===== config.mk =====
export PLATFORM = sky130hd
export DESIGN_NAME = input_port_buffer
export DESIGN_NICKNAME = d
export VERILOG_FILES = /design/src/rtl/input_port_buffer.sv
export SDC_FILE = /design/constraint.sdc
export NUM_CORES = 1
export LEC_CHECK = 0
export CAP_MARGIN = 20
export CELL_PAD_IN_SITES_DETAIL_PLACEMENT = 1
export CELL_PAD_IN_SITES_GLOBAL_PLACEMENT = 1
export CORE_ASPECT_RATIO = 1.1
export CORE_MARGIN = 1.5
export CORE_UTILIZATION = 35
export CTS_CLUSTER_SIZE = 16
export DETAILED_ROUTE_END_ITERATION = 10
export GPL_TIMING_DRIVEN = 0
export PLACE_DENSITY_LB_ADDON = 0.1
export SKIP_LAST_GASP = 1
export SLEW_MARGIN = 15
export SYNTH_ARGS = -nofsm -noshare
export SYNTH_HDL_FRONTEND = slang
export SYNTH_SLANG_ARGS = --single-unit

===== constraint.sdc =====
create_clock -name clk -period 8.7 [get_ports clk]
set_clock_uncertainty 0.1 [all_clocks]
set_input_delay 1.305 -clock clk [delete_from_list [all_inputs] [get_ports clk]]
set_output_delay 1.305 -clock clk [all_outputs]
set_load 0.005 [all_outputs]

===== src/rtl/input_port_buffer.sv =====
// rtl/input_port_buffer.sv - per-port router input FIFO with route latch and allocator requests
module input_port_buffer #(
  parameter int DEPTH  = 4,
  parameter int PTR_W  = 2,
  parameter int FLIT_W = 8
) (
  input  logic              clk,
  input  logic              rst,
  input  logic [FLIT_W-1:0] flit_in,
  input  logic              flit_in_valid,
  output logic              buf_full,
  output logic [FLIT_W-1:0] head_flit,
  input  logic [4:0]        route_onehot_in,
  output logic [4:0]        req,
  input  logic              grant,
  output logic [FLIT_W-1:0] flit_out,
  output logic              flit_out_valid,
  output logic [PTR_W:0]    occupancy,
  output logic              overflow_err,
  output logic              proto_err
);

  localparam logic [PTR_W:0] FULL_CNT = (PTR_W+1)'(DEPTH);

  typedef enum logic {IDLE = 1'b0, ACTIVE = 1'b1} state_t;

  state_t              state_q, state_d;
  logic [FLIT_W-1:0]   mem_q [DEPTH];
  logic [FLIT_W-1:0]   mem_d [DEPTH];
  logic [PTR_W-1:0]    wr_ptr_q, wr_ptr_d;
  logic [PTR_W-1:0]    rd_ptr_q, rd_ptr_d;
  logic [PTR_W:0]      count_q, count_d;
  logic                buf_full_q, buf_full_d;
  logic [4:0]          route_q, route_d;
  logic [FLIT_W-1:0]   flit_out_q, flit_out_d;
  logic                flit_out_valid_q, flit_out_valid_d;
  logic                overflow_q, overflow_d;
  logic                proto_q, proto_d;

  logic                non_empty;
  logic                head_is_hdr;
  logic                head_is_tail;
  logic                route_onehot;
  logic                wr_en;
  logic                fwd_pop;
  logic                drop_pop;
  logic                latch_route;
  logic                pop;

  // Head-flit classification and write qualification
  always_comb begin
    non_empty    = (count_q != '0);
    head_flit    = non_empty ? mem_q[rd_ptr_q] : '0;
    head_is_hdr  = head_flit[7];
    head_is_tail = head_flit[6];
    route_onehot = (route_onehot_in != 5'd0) &&
                   ((route_onehot_in & (route_onehot_in - 5'd1)) == 5'd0);
    wr_en        = flit_in_valid && !buf_full_q;
  end

  // State register plus all datapath registers, synchronous active-high reset
  always_ff @(posedge clk) begin
    if (rst) begin
      state_q          <= IDLE;
      wr_ptr_q         <= '0;
      rd_ptr_q         <= '0;
      count_q          <= '0;
      buf_full_q       <= 1'b0;
      route_q          <= 5'd0;
      flit_out_q       <= '0;
      flit_out_valid_q <= 1'b0;
      overflow_q       <= 1'b0;
      proto_q          <= 1'b0;
    end else begin
      state_q          <= state_d;
      wr_ptr_q         <= wr_ptr_d;
      rd_ptr_q         <= rd_ptr_d;
      count_q          <= count_d;
      buf_full_q       <= buf_full_d;
      route_q          <= route_d;
      flit_out_q       <= flit_out_d;
      flit_out_valid_q <= flit_out_valid_d;
      overflow_q       <= overflow_d;
      proto_q          <= proto_d;
    end
  end

  // Flit storage; contents are meaningless once pointers are reset
  always_ff @(posedge clk) begin
    mem_q <= mem_d;
  end

  // Next-state: IDLE latches a valid route, ACTIVE returns on a forwarded tail
  always_comb begin
    state_d = state_q;
    case (state_q)
      IDLE:   if (latch_route) state_d = ACTIVE;
      ACTIVE: if (fwd_pop && head_is_tail) state_d = IDLE;
      default: state_d = IDLE;
    endcase
  end

  // FSM outputs: requests, forwarding pops, framing drops and route latching
  always_comb begin
    req         = 5'd0;
    fwd_pop     = 1'b0;
    drop_pop    = 1'b0;
    latch_route = 1'b0;
    case (state_q)
      IDLE: begin
        if (non_empty) begin
          if (head_is_hdr && route_onehot) latch_route = 1'b1;
          else                             drop_pop    = 1'b1;
        end
      end
      ACTIVE: begin
        if (non_empty) req = route_q;
        fwd_pop = grant && (req != 5'd0);
      end
      default: ;
    endcase
  end

  // FIFO pointers, occupancy, forwarded flit, route register and sticky errors
  always_comb begin
    pop              = fwd_pop || drop_pop;
    mem_d            = mem_q;
    if (wr_en) mem_d[wr_ptr_q] = flit_in;
    wr_ptr_d         = wr_en ? wr_ptr_q + 1'b1 : wr_ptr_q;
    rd_ptr_d         = pop ? rd_ptr_q + 1'b1 : rd_ptr_q;
    count_d          = count_q + {{PTR_W{1'b0}}, wr_en} - {{PTR_W{1'b0}}, pop};
    buf_full_d       = (count_d == FULL_CNT);
    flit_out_d       = fwd_pop ? head_flit : flit_out_q;
    flit_out_valid_d = fwd_pop;
    route_d          = route_q;
    if (latch_route) route_d = route_onehot_in;
    else if (fwd_pop && head_is_tail) route_d = 5'd0;
    overflow_d       = overflow_q || (flit_in_valid && buf_full_q);
    proto_d          = proto_q || drop_pop;
  end

  assign buf_full       = buf_full_q;
  assign flit_out       = flit_out_q;
  assign flit_out_valid = flit_out_valid_q;
  assign occupancy      = count_q;
  assign overflow_err   = overflow_q;
  assign proto_err      = proto_q;

endmodule

==> results <==
- The number of CTS-inserted buffers is 9.
- After detailed routing, the average wire length per cell comes to between 15 and 20 um.
- The number of top-level design ports is 45.
- The worst hold slack after final layout is 0.372 ns.
- After floorplanning, the core was divided into 31 placement rows.
- Each instance of the synthesized netlist takes up on average 13.5 um^2.
- The synthesized netlist contains 37 unique library cells.
- After clock tree synthesis, the clock-pin slew on the worst setup and hold paths is approximately 0.060 ns.
- The clock tree from TritonCTS is built.
- The detail route stage leaves a number of antenna-violating nets equal to 0.
- The final period demand of the worst path is 3.86 ns.
- The worst hold-check path type is flip-flop to flip-flop.
- The number of hold violations in the final report is 0.
- The HPWL after detailed placement is 3780 um.
- The via count of the first global-routing pass was 1635.
- The final-report setup violation count is 0.
- The initial antenna violation count was 0.
- Global routing finished with a remaining overflow of 0.
- The routed design has 5120 um of wire.
- The tree built by TritonCTS fans out to 57 sinks.
- The source of the worst register-to-register timing path is route_q[1].
- In this run the critical register-to-register path is captured at buf_full.
- The worst reg-to-reg path cell count is 11.
- In this run the worst setup path begins at route_onehot_in[2].
- The die covers 7270 um^2.
- The number of pins with negative max-slew slack in the final report came to 0.
- The kind of end point of the critical path is a flip-flop.
- The finished layout holds 318 standard cells, fillers aside.
- The number of vias in the routed layout is ~1600.
- Setup repair after global routing left no endpoint under its margin.
- Data on the critical path arrives at its endpoint at 3.98 ns.
- After detailed placement, the design holds a cell count of 302.
- Synthesis produced 176 cells.
- From bottom edge to top edge, the die measures just under 90 um.
- The maximum fanout encountered on the critical timing path is 6.
- The detailed-route DRC error count is 0.
- The utilization after layout is between 40% and 50%.
- Gates resized during post-CTS repair numbered 0.
- Counting flops and latches in the post-synthesis netlist gives 57.
- After clock tree synthesis, the flow added hold-fix buffers numbering 0.
- The worst setup path is launched from an input port.
- The headroom to the max-slew limit is 58.2%.
- The level count of the clock H-tree is 3.
- In this run the deepest clock path goes through 2 buffers.
- The leakage dissipation is 0.00117 uW.
- From left edge to right edge, the die measures 81.5 um.
- For this design the ratio of total power to cell area is between 200 and 300 nW/um^2.
- Of the available clock period, the critical path in the final layout requires 44.3%.
- The worst hold path begins at flit_out[6].
- The sequential cell area fraction in the yosys report is 61.7%.
- The reported max-cap violation count is 0.
- The post-synth net total is 200.
- The port buffer count is 44.
- The maximum number of pins on one net before global-route repair is 12.
- Power comes to 850 uW.
- The clock insertion delay at the later pin of the skew report is around 0.33 ns.
- In the layout the commonest cells are 44 x clkdlybuf4s50_1, 32 x edfxtp_1, 25 x dfxtp_1.
- The root buffer cell is clkbuf_8.
- The data required time at the worst endpoint is 8.83 ns.
- The run finished with clean final reports.
- The setup slack of the worst register-to-register path is 5.61 ns.
- During synthesis, Yosys emitted a total of 0 warnings.
- Across the VDD grid, the largest voltage drop is approximately 0.00010 V.
- In this run the standard cell core region covers 6560 um^2.
- After the last flow step, the layout net total stands at 255.
- The post-route setup TNS is 0 ns.
- The total routing usage reported by global routing is between 10% and 20%.
- The congestion estimate from routability-driven global placement came to 0.715.
- Compared with the post-synthesis result, the final layout area differs by 31.1%.
- The iteration count of the initial detailed-routing pass is 4.
- The fraction of layout cells with a size suffix above 1 is 12.3%.
- The type of the setup path with the least slack is input port to flip-flop.
- The first global-routing pass estimated roughly 8100 um of wire.
- For the pin with the worst max-slew slack, the measured transition is about 0.63 ns.
- The buffers inserted during post-CTS setup optimization is 0.
- The leading cell type in the layout, fill and taps excluded is clkdlybuf4s50_1.
- The cell area that synthesis handed to floorplanning was 2370 um^2.
- The critical path endpoint is buf_full.
- Static timing analysis puts the maximum clock frequency at roughly 0.26 GHz.
- The initial utilization of the core area, before any placement, comes to 36.2%.
- Using the TritonRoute via totals, the vias-per-cell ratio works out to 4.88.
- The number of design-rule violations left by the first detailed-router iteration is 38.
- The antenna cell count is 0.
worst max-delay path, cell delays in order:
cell and delay, ns:
clkdlybuf4s50_1 0.53, nor3b_1 0.21, a22oi_1 0.15, a21oi_2 0.30
nor2_1 0.09, ha_1 0.28, inv_1 0.04, ha_1 0.18
fa_1 0.41, xnor2_1 0.15, xnor2_1 0.15, nor4_1 0.18
registers in the layout, summed over array words and instances, names as in the netlist:
name / count
buf_full: 1
flit_out: 8
flit_out_valid: 1
mem_q: 32
occupancy: 3
overflow_err: 1
proto_err: 1
rd_ptr_q: 2
route_q: 5
state_q: 1
wr_ptr_q: 2
cell usage after synthesis, drive strengths merged:
cell,n,area (um^2)
edfxtp,32,961
xor2,1,8.76
a22o,5,43.8
nor4,1,6.26
or4,2,15.0
buf,3,15.0
inv,9,33.8
ha,6,75.1
and3,5,31.3
o21ai,2,10.0
a31oi,1,12.5
a21oi,7,38.8
dfxtp,25,500
nor2,18,67.6
and2,11,68.8
nand2,2,7.51
mux4,8,180
clkbuf,5,18.8
a41o,1,10.0
a211o,1,8.76
nor3,3,15.0
nor3b,1,7.51
xnor2,3,26.3
o22ai,1,12.5
o2111ai,1,8.76
fa,1,20.0
and4b,1,10.0
a32oi,1,8.76
o31ai,1,7.51
nand2b,1,6.26
or3,2,12.5
nor2b,5,31.3
mux2i,7,70.1
or2,2,12.5
a22oi,1,7.51
power breakdown:
part,switching (uW),total (uW),internal (uW)
registers,15.6,328,313
clock network,108,239,131
logic,133,283,150
total,257,850,594
stage by stage:
| step | area, um^2 | setup slack [ns] |
|---|---|---|
| after floorplan | 2370 | 5.31 |
| after global placement | 2910 | 4.57 |
| after detailed placement | 2910 | 4.54 |
| after CTS | 3110 | 4.85 |
| after global routing | 3110 | 4.55 |
| final | 3110 | 4.84 |
cells by family (layout without fill, tap and decap cells):
group / count (synthesis) / after routing / synth area share (%)
mux: 15 / 15 / 10.6
buf+inv: 17 / 77 / 2.85
xor+xnor: 4 / 4 / 1.48
simple gates: 54 / 54 / 12.3
flops: 57 / 57 / 61.7
fa+ha+maj: 7 / 7 / 4.01
compound gates: 22 / 22 / 7.13
routing by layer:
layer / GRT usage, % / up-vias / part of all wire [%]
met4: 6.11 / 0 / 1.0
met2: 26.2 / 40 / 49
met1: 18.4 / 751 / 45
met3: 5.20 / 6 / 4.4
li1: - / 755 / -
met5: 0 / - / 0
how the worst min path moves through the flow:
stage	to	slack, ns	depth (start not counted)
global route	flit_out[6]	0.40	2
floorplan	proto_err	0.34	2
global placement	proto_err	0.34	2
detailed placement	proto_err	0.36	2
CTS	proto_err	0.37	2
finish	flit_out[6]	0.37	2
cell type report:
class / instances / area (um^2)
plain buffers: 8 / 33.8
clock buffers: 9 / 124
clock inverters: 7 / 70.1
fillers: 676 / 3450
inverters: 9 / 33.8
multi-input cells: 102 / 841
flip-flops and latches: 57 / 1460
well taps: 82 / 103
repair buffers: 44 / 440
Note: power is estimated with default switching activity, not from simulation.
